### src/rtl/sym_cn_lut_loader_if.sv
// Entry stream from the host/ROM streamer into the CN LUT loader.
// The source holds entry_in/entry_valid until it sees entry_ready.
interface sym_cn_lut_loader_if #(
  parameter int LUT_PORT_SIZE = 2
);
  logic [LUT_PORT_SIZE-1:0] entry_in;
  logic                     entry_valid;
  logic                     entry_ready;

  modport master (output entry_in, output entry_valid, input entry_ready);
  modport slave  (input entry_in, input entry_valid, output entry_ready);
endinterface

### src/rtl/sym_cn_lut_loader.sv
// Write-side feeder for the symmetric CN IB-LUT: packs the serial entry stream
// into bank0/bank1 page pairs and strobes one write per page into a frame offset.
module sym_cn_lut_loader #(
  parameter int QUAN_SIZE       = 3,
  parameter int LUT_PORT_SIZE   = 2,
  parameter int ENTRY_ADDR      = 4,
  parameter int MULTI_FRAME_NUM = 2,
  localparam int PAGE_W = ENTRY_ADDR - $clog2(MULTI_FRAME_NUM),
  localparam int PAGES  = 2**PAGE_W
) (
  input  logic                     write_clk,
  input  logic                     rstn,
  input  logic                     load_start,
  input  logic                     load_offset,
  input  logic                     load_abort,
  sym_cn_lut_loader_if.slave       ent,
  output logic [LUT_PORT_SIZE-1:0] lut_in_bank0,
  output logic [LUT_PORT_SIZE-1:0] lut_in_bank1,
  output logic [PAGE_W-1:0]        page_write_addr,
  output logic                     write_addr_offset,
  output logic                     we,
  output logic                     busy,
  output logic                     load_done,
  output logic                     load_aborted
);

  // The stored magnitude drops the sign bit; a single offset bit selects the frame.
  if (LUT_PORT_SIZE > QUAN_SIZE - 1 || MULTI_FRAME_NUM != 2) begin : g_param_chk
    $error("sym_cn_lut_loader: unsupported LUT_PORT_SIZE/QUAN_SIZE/MULTI_FRAME_NUM");
  end

  typedef enum logic [2:0] {IDLE, CAP0, CAP1, WR, FIN} state_t;

  state_t            st, nxt;
  logic [PAGE_W-1:0] page_cnt;
  logic              last_page;
  logic              abort_ok;

  assign last_page = (page_cnt == PAGE_W'(PAGES - 1));
  assign abort_ok  = load_abort && (st == CAP0 || st == CAP1 || st == WR);

  always_ff @(posedge write_clk or negedge rstn) begin
    if (!rstn) st <= IDLE;
    else       st <= nxt;
  end

  always_comb begin
    nxt = st;
    unique case (st)
      IDLE:    if (load_start) nxt = CAP0;
      CAP0:    if (ent.entry_valid) nxt = CAP1;
      CAP1:    if (ent.entry_valid) nxt = WR;
      WR:      nxt = last_page ? FIN : CAP0;
      FIN:     nxt = IDLE;
      default: nxt = IDLE;
    endcase
    if (abort_ok) nxt = IDLE;
  end

  always_comb begin
    ent.entry_ready = 1'b0;
    we              = 1'b0;
    load_done       = 1'b0;
    busy            = (st != IDLE);
    unique case (st)
      CAP0, CAP1: ent.entry_ready = 1'b1;
      WR:         we              = 1'b1;
      FIN:        load_done       = 1'b1;
      default:    ;
    endcase
  end

  // Page data and address stay put after a load until the next one overwrites them.
  always_ff @(posedge write_clk or negedge rstn) begin
    if (!rstn) begin
      lut_in_bank0      <= '0;
      lut_in_bank1      <= '0;
      page_write_addr   <= '0;
      write_addr_offset <= 1'b0;
      page_cnt          <= '0;
      load_aborted      <= 1'b0;
    end else begin
      load_aborted <= abort_ok;
      if (st == IDLE && load_start) begin
        write_addr_offset <= load_offset;
        page_cnt          <= '0;
      end
      if (!abort_ok) begin
        if (st == CAP0 && ent.entry_valid) begin
          lut_in_bank0    <= ent.entry_in;
          page_write_addr <= page_cnt;
        end
        if (st == CAP1 && ent.entry_valid) lut_in_bank1 <= ent.entry_in;
        if (st == WR && !last_page) page_cnt <= page_cnt + PAGE_W'(1);
      end
    end
  end

endmodule

### src/flat_wrapper.sv
// flat-port wrapper written by rule: the top's interface ports become plain ports
module sym_cn_lut_loader_flat 
#(
  parameter int QUAN_SIZE       = 3,
  parameter int LUT_PORT_SIZE   = 2,
  parameter int ENTRY_ADDR      = 4,
  parameter int MULTI_FRAME_NUM = 2,
  localparam int PAGE_W = ENTRY_ADDR - $clog2(MULTI_FRAME_NUM),
  localparam int PAGES  = 2**PAGE_W
)
  (write_clk, rstn, load_start, load_offset, load_abort, lut_in_bank0, lut_in_bank1, page_write_addr, write_addr_offset, we, busy, load_done, load_aborted, ent_entry_in, ent_entry_valid, ent_entry_ready);
  sym_cn_lut_loader_if #(.LUT_PORT_SIZE(LUT_PORT_SIZE)) ent_i ();
  input  logic write_clk;
  input  logic rstn;
  input  logic load_start;
  input  logic load_offset;
  input  logic load_abort;
  output logic [LUT_PORT_SIZE-1:0] lut_in_bank0;
  output logic [LUT_PORT_SIZE-1:0] lut_in_bank1;
  output logic [PAGE_W-1:0] page_write_addr;
  output logic write_addr_offset;
  output logic we;
  output logic busy;
  output logic load_done;
  output logic load_aborted;
  input wire logic [$bits(ent_i.entry_in)-1:0] ent_entry_in;
  input wire logic [$bits(ent_i.entry_valid)-1:0] ent_entry_valid;
  output wire logic [$bits(ent_i.entry_ready)-1:0] ent_entry_ready;
  assign ent_i.entry_in = ent_entry_in;
  assign ent_i.entry_valid = ent_entry_valid;
  assign ent_entry_ready = ent_i.entry_ready;
  sym_cn_lut_loader #(.QUAN_SIZE(QUAN_SIZE), .LUT_PORT_SIZE(LUT_PORT_SIZE), .ENTRY_ADDR(ENTRY_ADDR), .MULTI_FRAME_NUM(MULTI_FRAME_NUM)) u_core (.write_clk(write_clk), .rstn(rstn), .load_start(load_start), .load_offset(load_offset), .load_abort(load_abort), .ent(ent_i), .lut_in_bank0(lut_in_bank0), .lut_in_bank1(lut_in_bank1), .page_write_addr(page_write_addr), .write_addr_offset(write_addr_offset), .we(we), .busy(busy), .load_done(load_done), .load_aborted(load_aborted));
endmodule
### config.mk
export PLATFORM = sky130hd
export DESIGN_NAME = sym_cn_lut_loader_flat
export DESIGN_NICKNAME = d
export VERILOG_FILES = /design/src/rtl/sym_cn_lut_loader_if.sv /design/src/rtl/sym_cn_lut_loader.sv /design/src/flat_wrapper.sv
export SDC_FILE = /design/constraint.sdc
export NUM_CORES = 1
export LEC_CHECK = 0
export CAP_MARGIN = 20
export CELL_PAD_IN_SITES_DETAIL_PLACEMENT = 1
export CELL_PAD_IN_SITES_GLOBAL_PLACEMENT = 2
export CORE_MARGIN = 2
export CORE_UTILIZATION = 31
export CTS_CLUSTER_DIAMETER = 200
export CTS_CLUSTER_SIZE = 25
export DETAILED_ROUTE_END_ITERATION = 10
export PLACE_DENSITY = 0.79
export SLEW_MARGIN = 20
export SYNTH_ARGS = -nofsm -noshare
export SYNTH_HDL_FRONTEND = slang
export SYNTH_SLANG_ARGS = --single-unit
### constraint.sdc
create_clock -name write_clk -period 2.78 [get_ports write_clk]
set_clock_uncertainty 0.1 [all_clocks]
set_input_delay 0.417 -clock write_clk [delete_from_list [all_inputs] [get_ports write_clk]]
set_output_delay 0.417 -clock write_clk [all_outputs]
set_load 0.1 [all_outputs]
== Word level (Yosys, flattened, before mapping) ==
Cells that the tools add are included.

* Input bits: 8
* Output and inout port bits: 13
* Logic and storage cells: 43
* Flip-flop bits (word level): 15

* Reductions and logical operators: 14
* $add $sub $neg: 1
* Bitwise gates (word level): 1
* Equality and inequality tests: 8
* Mux-type cells: 12

{| class="wikitable"
|+ Operators with widths
! kind !! count
|-
| $mux W3 || 8
|-
| $pmux W3 S4 || 1
|-
| $ne A3 B2 Y1 const B || 3
|-
| $eq A3 B2 Y1 const B || 2
|-
| $eq A3 B3 Y1 const B || 2
|-
| $logic_and A1 B1 Y1 || 5
|-
| $reduce_and A2 Y1 || 2
|-
| $add A3 B1 Y3 const B || 1
|-
| $eq A3 B1 Y1 const B || 1
|-
| $logic_not A3 Y1 || 1
|-
| $mux W1 || 3
|-
| $reduce_and A3 Y1 || 1
|-
| $reduce_bool A3 Y1 || 1
|-
| $logic_or A1 B1 Y1 || 2
|-
| $reduce_or A2 Y1 || 1
|-
| $logic_not A1 Y1 || 1
|-
| $not A1 Y1 || 1
|}

== Longest topological paths before layout ==
Gate-level depths: netlist of the first run.

* Depth in word-level cells: 6
* Depth in mapped cells: 5
* Gate-level depth less buffers: 5

== Worst setup path after synthesis of the first run ==
Ideal clock, no wire load.

* Path type: register -> output
* Start point: register u_core.st[1]
* End point: output port ent_entry_ready
* Arrival time: 2,181 ps
* Buffers on the path: 1
* Stages on the path, launching flop included: 4
* Required time: 2,263 ps
* Slack: 82 ps
* Cells stage by stage: dfrtp_1 buf_4 or2b_1 a21oi_1

* Cells in the longest elaborated chain, start to end: 3
* Elaborated cells on any way between the ends: 4
* Those cells by class: eq/ne (2); mux (1); reduce/logical (1)

{| class="wikitable"
|+ RTL lines
! item !! RTL line !! source
|-
| start: declaration || sym_cn_lut_loader.sv:34 || <nowiki>state_t st, nxt;</nowiki>
|-
| start signal: assignment || sym_cn_lut_loader.sv:44 || <nowiki>else st <= nxt;</nowiki>
|-
| $eq A3 B2 Y1 / $eq A3 B1 Y1 (equally long branches) || sym_cn_lut_loader.sv:65 || <nowiki>unique case (st)</nowiki>
|-
| $reduce_or A2 Y1 * || sym_cn_lut_loader.sv:65 ||
|-
| $mux W1 * || sym_cn_lut_loader.sv:65 ||
|-
| end: declaration || flat_wrapper.sv:28 || <nowiki>output wire logic [$bits(ent_i.entry_ready)-1:0] ent_entry_ready;</nowiki>
|}

Mark *: on every way between the ends. The rest lies on a longest branch, timed or not.

== Worst setup path in the final report of the first run ==
* Start point: register u_core.st[0]
* End point: output port ent_entry_ready

Same word-level chain as after synthesis.

==> results of run 1 <==
[layout make-up]
class	count	area (um^2)	share of cell area
Clock buffer	4	26.3	0.0280
Inverter	3	11.3	0.0120
Sequential cell	15	375	0.401
Multi-Input combinational cell	41	322	0.343
Tap cell	28	35.0	0.0374
Timing Repair Buffer	20	168	0.179
[synth_stat cells, drive strengths merged]
cell type / number / area, um^2
dfrtp: 15 / 375
mux2: 8 / 93.8
nand2: 4 / 15.0
nor2: 4 / 15.0
a21oi: 3 / 15.0
buf: 3 / 23.8
inv: 3 / 11.3
mux2i: 3 / 30.0
ha: 2 / 25.0
nand2b: 2 / 12.5
nor4: 2 / 12.5
or3: 2 / 12.5
a21boi: 1 / 7.51
and2: 1 / 6.26
and2b: 1 / 7.51
clkbuf: 1 / 3.75
nand3: 1 / 5.00
nand3b: 1 / 7.51
nor3b: 1 / 7.51
nor4bb: 1 / 10.0
o22a: 1 / 8.76
o32ai: 1 / 8.76
or2b: 1 / 7.51
or4b: 1 / 13.8
[critical path, delay by kind of cell, from the launching register on]
family	cells	cell delay, ps
compound gates	1	130
buf+inv	1	310
flops	1	520
simple gates	1	260
[layer usage]
metal	vias to the layer above	wire length, um	track usage	share of wire
li1	259	-	-	-
met3	4	91	0.0286	0.060
met2	18	655	0.194	0.43
met1	267	735	0.172	0.48
met4	0	34	0.0897	0.022
met5	-	0	0	0
[flip-flops by register name, summed over array words and instances (netlist names)]
signal and flops:
u_core.lut_in_bank1 2, u_core.load_aborted 1, u_core.page_write_addr 3, u_core.lut_in_bank0 2, u_core.page_cnt 3, u_core.write_addr_offset 1, u_core.st 3
[worst paths after layout]
path                                      startpoint                         to  slack (ps)  depth (start not counted)
setup / recovery                        u_core.st[0]            ent_entry_ready         750                          3
hold / removal             u_core.page_write_addr[2]  u_core.page_write_addr[2]         420                          1
setup reg to reg                  u_core.page_cnt[0]         u_core.page_cnt[2]         920                          4
hold reg to reg            u_core.page_write_addr[2]  u_core.page_write_addr[2]         420                          1
max in group asynchronous                       rstn   u_core.write_addr_offset        1710                          1
min in group asynchronous                       rstn     u_core.lut_in_bank0[0]         440                          1
[stage by stage]
step / hold WS, ps / setup slack [ps] / area, um^2 / power (uW)
2_1_floorplan: 21.4 / 82.4 / 736 / 752
3_3_place_gp: 392 / 778 / 911 / 858
3_5_place_dp: 399 / 713 / 911 / 866
4_1_cts: 424 / 728 / 937 / 1000
5_1_grt: 446 / 668 / 937 / 1030
6_report: 418 / 751 / 937 / 986
[where the power goes]
group	total [uW]	switching, uW	internal (uW)	leakage (uW)
logic	549	417	131	0.000228
clock network	129	72.9	55.9	0.0000150
registers	309	40.3	268	0.000195
total	986	531	456	0.000438
[cells by family (layout without fill, tap and decap cells)]
logic type | Yosys count | after routing | share of synthesized area
and+or+nand+nor | 22 | 22 | 0.180
DFF | 15 | 15 | 0.510
muxes | 11 | 11 | 0.168
buffers and inverters | 7 | 27 | 0.0527
AOI/OAI and AO/OA | 6 | 6 | 0.0544
adders and majority gates | 2 | 2 | 0.0340
==> results list, run 1 <==
- The run finished with clean final reports.
* Per-cell routed wire length: 13.7 um
* Synth-to-layout area growth: 27.4%
- Clock tree synthesis found a total of 15 sinks.
- Initial cell density of the core: 0.329
- The number of global-route vias before repair is between 500 and 600.
- Sequential fraction of the synthesis area: 0.510
- The die is 52.7 um tall.
* Ratio of total power to cell area: roughly 1100 nW/um^2
* Number of DRC violations after detailed routing: 0
- FMAX: 0.493 GHz
- CTS buffer count: 3
- The initialized floorplan defines 17 standard-cell rows.
- Port Buf Inserts: 20
- Layout filler cell count: 259
- Number of nets at the end of the flow: 94
- List of cells traversed by the critical path: or2b_1, a21oi_1, buf_4
- Die Width: 52.7 um
- Count of cells resized by post-cts repair: 0
- The number of antenna violations at the first check in global routing was 0.
* Critical path fanouts, max: 11
* Final setup fails: 0
* Syn Inst Count: between 60 and 70
- Final-report max-slew violation count: 0
* Clock latency reported for the late side of the worst-skew pair: between 200 and 300 ps
- Ratio of cells with drive above 1 in the final layout: 0.301
* Detailed Route Iter0 Violations: 3
* Half-perimeter wire length of the detailed placement result: 1160 um
- In this run the tightest slew margin relative to its limit is 0.540.
- H-tree levels: 1
- In this run the static leakage power is 0.000438 uW.
- Vias/cell: 4.94
- Placed insts: 107
- The die covers 2780 um^2.
* Post-CTS Repair Setup Buffers: 0
- At the worst endpoint, the required time is about 2300 ps.
- Entering global routing, the biggest net connects 16 pins.
- RSZ-0062 raised after global routing: no
- Setup total negative slack on the finished layout was measured at 0 ps.
* Total congestion overflow after global routing: 0
* Reg clk slew, reported paths: 90 ps
- Count of pins on the block boundary: 21
- Element type at the critical path start: register
- Worst-case vdd ir drop: 0.536 mV
- For this run, the slowest stage of the critical path takes 520 ps.
- Number of violations of the max-capacitance limit: 0
* Detailed Routing Iterations Pass 1: 3
* Minimum period implied by the final worst setup slack: 2030 ps
- In the finished design, the share of the clock period the worst path needs comes to 0.730.
- Mean instance size in the synthesized netlist: 11.7 um^2
* Slowest CP cell: sky130_fd_sc_hd__dfrtp_1
- TritonCTS built the clock tree.
* Post-route insts no fill: 111
- Last weighted congestion value of the routability-driven placer: 0.807
- Diodes inserted: 0
- Endpoint type of the worst setup path: output pin
- Commonest cells after routing, fill and taps aside: sky130_fd_sc_hd__dfrtp_1, sky130_fd_sc_hd__buf_4, sky130_fd_sc_hd__mux2_2, sky130_fd_sc_hd__clkdlybuf4s50_1
* Fin util: 0.420
- At the pin with the least slew margin, the transition time is between 600 and 700 ps.
- Cell Area, Synth: 736 um^2
* Detailed-route via count: 548
- Warnings, synthesis: 0
- Critical path type: reg2out
* Overall routing resource usage: 0.132
- Buffer type at the clock tree root: sky130_fd_sc_hd__clkbuf_4
- The region available for standard cell placement spans 2230 um^2.
- The routed design has around 1500 um of wire.
* Hold Violations, Final: 0
- Counting every net in the synthesized netlist gives 73.
* First-pass GRT wire length: 2590 um
- At the worst endpoint, the arrival time is 1510 ps.
- Counting flops and latches in the post-synthesis netlist gives 15.
- Leaving out fill and tap cells, the most frequent cell in the layout is sky130_fd_sc_hd__dfrtp_1.
* Number of different library cells in the post-synthesis netlist: 27
* Worst hold path class: reg2reg
* Number of nets with antenna violations after routing: 0
* Hold bufs inserted after CTS: 0
* Maximum clock insertion buffer count: 2
No activity file was read; power rests on OpenSTA's default activity.
==> run 2: changes to the inputs <==
Settings changed: CORE_UTILIZATION 31 to 26, PLACE_DENSITY 0.79 to 0.71.
Clock period 2.78 ns to 1.65 ns, I/O delays scaled along.
==> run 2 against run 1 <==
Against the previous run: the flow now finishes with violations (negative setup slack); via count is 11% higher; largest power group unchanged; total power is 100% higher; global-route usage is 0.059 points higher; hold slack worse by 250 ps; largest cell class is now non-clock buffers.
==> results list, run 2 (synthesized netlist as in run 1, its figures left out) <==
- Number of DRC violations after detailed routing: 0
* RSZ-0062 raised after global routing: yes
- The number of antenna violations at the first check in global routing came to 0.
- The floorplan step defined a die boundary enclosing 3270 um^2.
- Final wirelength: 1850 um
- Hold Violations, Final: 0
- Detailed Route Iter0 Violations: 0
* Total met2 wirelength after detailed routing: 919 um
- Buffers placed on the I/O ports in this run total 20.
- Met1 wire length: 826 um
- Leakage power summed over all cells: 0.000585 uW
- Half-perimeter wire length of the detailed placement result: 1370 um
- The worst setup path is captured at an output pin.
- Leading registers by flop count: u_core.page_cnt x3, u_core.page_write_addr x3, u_core.st x3
- The run finished, with violations left.
- Worst slew margin relative to its limit: 0.816
- 0 antenna diodes ended up in the layout.
- Worst hold path class: in2async
- The worst setup path is of the reg2out kind.
* Post-route insts no fill: 131
- Minimum period implied by the final worst setup slack: 1760 ps
- After detailed routing, the average wire length per cell comes to 14.1 um.
- At the end of routability-driven placement, the weighted congestion stood at 0.735.
* Final setup fails: 6
- At the pin with the least slew margin, the transition time is 276 ps.
* Uppermost routed layer: met4
- Overall power after layout: between 2000 and 2500 uW
- Dpl cell area: 1190 um^2
* Count of pins on the block boundary: 21
* Maximum number of pins on one net before global-route repair: 16
- For this run, the detailed router's first-pass iteration total came to 1.
- Across the VDD grid, the largest voltage drop is 1.41 mV.
* Violated checks: negative setup slack
- Reg clk slew, reported paths: 90 ps
* Element type at the critical path start: register
- Critical path fanouts, max: 4
- Across all setup checks in the final design, the least slack found is -112 ps.
- The clock passes through at most 2 buffers.
- The number of global-route vias before repair is roughly 670.
- The total overflow left after global routing is 0.
- H-tree levels: 1
* Buffer type at the clock tree root: sky130_fd_sc_hd__clkbuf_4
* Final period util: 1.07
- For the worst-skew pair, the clock arrives at the later sink with an insertion delay of between 200 and 300 ps.
* Placed insts: between 100 and 150
- Vias/cell: approximately 4.6
* Overall routing resource usage: 0.133
- Ratio of cells with drive above 1 in the final layout: 0.520
- Pre-CTS WS: -153 ps
- Final standard cell area without fillers: about 1300 um^2
- The first global-routing pass estimated 3310 um of wire.
- The die is about 57 um wide.
* Clock Sink Count: 15
- Number of nets at the end of the flow: 111
* Detailed-route via count: 606
- The tool flagged a number of max-cap violations equal to 0.
* Site Rows: 19
* CTS buffer count: 3
* Synth-to-layout area growth: 75.7%
* Routed length on met3: 76 um
- The initial utilization of the core area, before any placement, comes to 0.271.
* Final-report max-slew violation count: 0
* Ratio of total power to cell area: between 1500 and 2000 nW/um^2
- Commonest cells after routing, fill and taps aside: sky130_fd_sc_hd__buf_4, sky130_fd_sc_hd__dfrtp_1, sky130_fd_sc_hd__buf_12
- Timing would allow up to 0.567 GHz.
* Worst endpoint required time: 1300 ps
- Vert. Die Dim: 57.2 um
* CTS tree: done
- The core region is 2710 um^2.
* Data arrival, critical path: 1410 ps
- Number of nets with antenna violations after routing: 0
- Hold bufs inserted after CTS: 0
[run 2: cell count changes in the layout (fill, tap and decap cells not counted), moves of 2 or more]
cell | previous run | this run
sky130_fd_sc_hd__buf_12 | 0 | 13
sky130_fd_sc_hd__buf_6 | 0 | 3
sky130_fd_sc_hd__nor2_1 | 4 | 2
sky130_fd_sc_hd__nor2_4 | 0 | 2
sky130_fd_sc_hd__or3_1 | 2 | 0
sky130_fd_sc_hd__or3_4 | 0 | 2
[run 2: metrics by stage]
stage / hold slack [ps] / TNS [ps] / util
after CTS: 166 / -315 / 0.465
final: 171 / -376 / 0.477
after floorplan: -148 / -15.5 / -
after global routing: 179 / -775 / 0.477
after global placement: 441 / -943 / 0.438
after detailed placement: 440 / -1230 / 0.438
[run 2: critical path, cell delays in order (launching register included)]
cell and delay (ps):
sky130_fd_sc_hd__dfrtp_1 420, sky130_fd_sc_hd__buf_4 170, sky130_fd_sc_hd__or3_4 370, sky130_fd_sc_hd__buf_12 170
[run 2: layer usage]
metal | vias up | GRT usage
met5 | - | 0
li1 | 292 | -
met2 | 14 | 0.215
met1 | 298 | 0.173
met4 | 0 | 0.0698
met3 | 2 | 0.0181
[run 2: where the power goes]
part / internal [uW] / total (uW) / switching [uW] / leakage (uW)
clock: 89.8 / 207 / 117 / 0.0000177
combinational: 507 / 1260 / 756 / 0.000373
sequential: 454 / 546 / 92.2 / 0.000194
total: 1050 / 2020 / 966 / 0.000585
[run 2: area by class of cell]
| type | instances | area, um^2 |
|---|---|---|
| fill | 293 | 1420 |
| inverter | 3 | 11.3 |
| timing repair buffer | 37 | 469 |
| tap | 31 | 38.8 |
| clock buffer | 3 | 22.5 |
| clock inverter | 1 | 5.00 |
| multi-input combinational | 41 | 369 |
| sequential | 15 | 377 |
[run 2: what timing repair did]
action,in CTS,in global routing
hold endpoints to repair,0,0
setup buffers,3,3
pin swaps,2,1
endpoints found under the setup margin,5,6
gates resized for setup,8,2
[run 2: worst paths after layout]
kind	from	to	slack, ps	cells past startpoint
max in group asynchronous	rstn	u_core.st[0]	1080	2
setup / recovery	u_core.st[1]	busy	-110	3
setup reg to reg	u_core.st[1]	u_core.write_addr_offset	-80	4
hold reg to reg	u_core.page_cnt[1]	u_core.page_write_addr[1]	460	1
hold / removal	rstn	u_core.load_aborted	170	2
min in group write_clk	u_core.page_cnt[1]	u_core.page_write_addr[1]	460	1
==> run 3: changes to the inputs <==
--- a/constraint.sdc
+++ b/constraint.sdc
@@ -3,3 +3,3 @@
 set_input_delay 0.2475 -clock write_clk [delete_from_list [all_inputs] [get_ports write_clk]]
 set_output_delay 0.2475 -clock write_clk [all_outputs]
-set_load 0.1 [all_outputs]
+set_load 0.01 [all_outputs]
==> run 3 against run 2 <==
Against the previous run: the run still ends with negative setup slack left; sequential power down 7.5%; sequential share of layout area up 2.0 points; clock power up 3%; critical path depth up 1; hold slack better by 1.6 ps; first-iteration DRC count up 11; final cell count up 6.1%; largest power group unchanged.
==> results list, run 3 (synthesized netlist as in run 1, its figures left out) <==
* Overall routing resource usage: 0.131
- Measured along the x axis, the die boundary spans 57.2 um.
* Number of nets with antenna violations after routing: 0
- At the later pin of the worst-skew pair, clock insertion delay measures 280 ps.
- Dividing the detail-routed wire length by the instance count gives 13.6 um.
* Initial cell density of the core: 0.271
* Detailed-route via count: 627
* Min Hold Slack: 173 ps
* Violated checks: negative setup slack
- Pre-CTS WS: -144 ps
* Busiest layer in global routing: met2
- The number of pins exceeding their max-slew limit in the final report is 0.
* Reg clk slew, reported paths: 100 ps
- In the layout the commonest cells are sky130_fd_sc_hd__buf_4, sky130_fd_sc_hd__clkdlybuf4s50_1, sky130_fd_sc_hd__dfrtp_1.
- Number of DRC violations after detailed routing: 0
- Hold Violations, Final: 0
- The repair_antennas step left the layout with diodes totalling 0.
- Number of violations of the max-capacitance limit: 0
- STA classifies the critical path endpoint as a register.
- The final layout contains 119 nets.
- The min-delay analysis places its worst path in the category in2async.
- Critical path fanouts, max: 5
- At the worst endpoint, the arrival time is about 1800 ps.
- STA puts the critical path data required time at 1720 ps.
- Final period util: 1.06
- Count of pins on the block boundary: 21
- The wire-length estimate of the detail-placed layout is 1300 um.
- TritonCTS built the clock tree.
- For met1 alone, demand over resource in global routing was 0.160.
* Launching point of the worst reg2reg path: u_core.st[1]
- Setup violations remaining at the end of the flow were counted as 10.
- Worst-case vdd ir drop: 0.683 mV
* RSZ-0062 raised after global routing: yes
* Final standard cell area without fillers: roughly 1200 um^2
* Worst slew margin relative to its limit: 0.836
- Site Rows: 19
* Detailed Route Iter0 Violations: 11
- The largest registers in the layout are u_core.page_cnt x3, u_core.page_write_addr x3, u_core.st x3.
- Final wirelength: 1900 um
- In this run, CTS created clock tree buffers numbering 3.
- Total congestion overflow after global routing: 0
- The library cell used most frequently in the layout, excluding fill and tap cells, is sky130_fd_sc_hd__buf_4.
- The first global-routing pass estimated 3230 um of wire.
- Detailed Routing Iterations Pass 1: 4
- In the global route stage, met2 resource usage came out at 0.230.
- FMAX: 0.571 GHz
- Number of antenna violations at the first check in global routing: 0
* Minimum period implied by the final worst setup slack: 1750 ps
* R2R setup slack: -100 ps
- From synthesis to final layout, the design area changed by 64.6%.
- H-tree levels: 1
* Via count of the first global-routing pass: 674
- Maximum clock insertion buffer count: 2
- Total power for the finished layout comes to 1250 uW.
- The critical path in this run is classified as reg2reg.
- Core area: 2710 um^2
- Dpl cell area: around 1100 um^2
* Final worst-path setup slack: -101 ps
- Result of the run: finished with violations
- The congestion estimate from routability-driven global placement came to 0.783.
- Length in cells of the worst reg-to-reg path: 4
- Leakage power summed over all cells: 0.000575 uW
- Entering global routing, the biggest net connects 16 pins.
* Element type at the critical path start: register
- Vert. Die Dim: 57.2 um
- The floorplan step defined a die boundary enclosing 3270 um^2.
- Ratio of cells with drive above 1 in the final layout: 0.481
- Reg-to-reg endpoint: u_core.write_addr_offset
- Slew at the pin with the worst max-slew slack: 246 ps
- Met3 Usage GRT: 0.0227
* Clock Sink Count: 15
- Buffer type at the clock tree root: sky130_fd_sc_hd__clkbuf_4
- In the routed layout, each cell is associated on average with a via count of 4.51.
- Ratio of total power to cell area: between 1000 and 1500 nW/um^2
- The count of buffers added on input and output ports is 20.
## run 3: changes by cell type in the layout (fill, tap and decap cells not counted), sizes merged
cell | before | now
clkdlybuf4s50 | 7 | 16
buf | 30 | 29
## run 3: what timing repair did
action                     4_1_cts  5_1_grt
hold buffers                     0        0
resized for setup               23       11
buffers inserted                 7        3
setup endpoints to repair       11       13
pin swaps                        3        3
## run 3: worst max path at each step
stage | start | endpoint | slack [ps] | cells past startpoint
finish | u_core.st[1] | u_core.write_addr_offset | -100 | 4
detailed placement | ent_entry_valid | u_core.page_write_addr[1] | -140 | 4
floorplan | u_core.st[0] | u_core.write_addr_offset | 90 | 3
global route | u_core.st[1] | u_core.write_addr_offset | -150 | 4
global placement | ent_entry_valid | u_core.page_write_addr[2] | -120 | 4
CTS | u_core.st[1] | u_core.write_addr_offset | -110 | 4
## run 3: final cells by class
class / count / area [um^2]
fillers: 312 / 1500
clock inverters: 1 / 5.00
multi-input cells: 41 / 367
repair buffers: 45 / 390
well taps: 31 / 38.8
clock buffers: 3 / 22.5
inverters: 3 / 11.3
flip-flops and latches: 15 / 377
## run 3: metrics by stage
stage / util / std cells / setup TNS [ps]
global route: 0.447 / 139 / -1200
detailed placement: 0.396 / 126 / -1000
finish: 0.447 / 139 / -395
global placement: 0.396 / 126 / -853
CTS: 0.429 / 136 / -553
floorplan: - / 63 / 0
## run 3: power by group
| group | switching, uW | internal [uW] |
|---|---|---|
| logic | 190 | 340 |
| registers | 52.8 | 452 |
| clock network | 124 | 89.9 |
| total | 366 | 882 |
## run 3: critical path, stage by stage, from the launching register on
cell,delay (ps)
sky130_fd_sc_hd__dfrtp_2,460
sky130_fd_sc_hd__buf_6,130
sky130_fd_sc_hd__buf_6,100
sky130_fd_sc_hd__or4b_4,540
sky130_fd_sc_hd__mux2_4,310
## run 3: layer usage
layer / wire (um) / share of wire
met1: 860 / 0.45
met2: 969 / 0.51
met3: 67 / 0.035
met4: 0 / 0
met5: 0 / 0
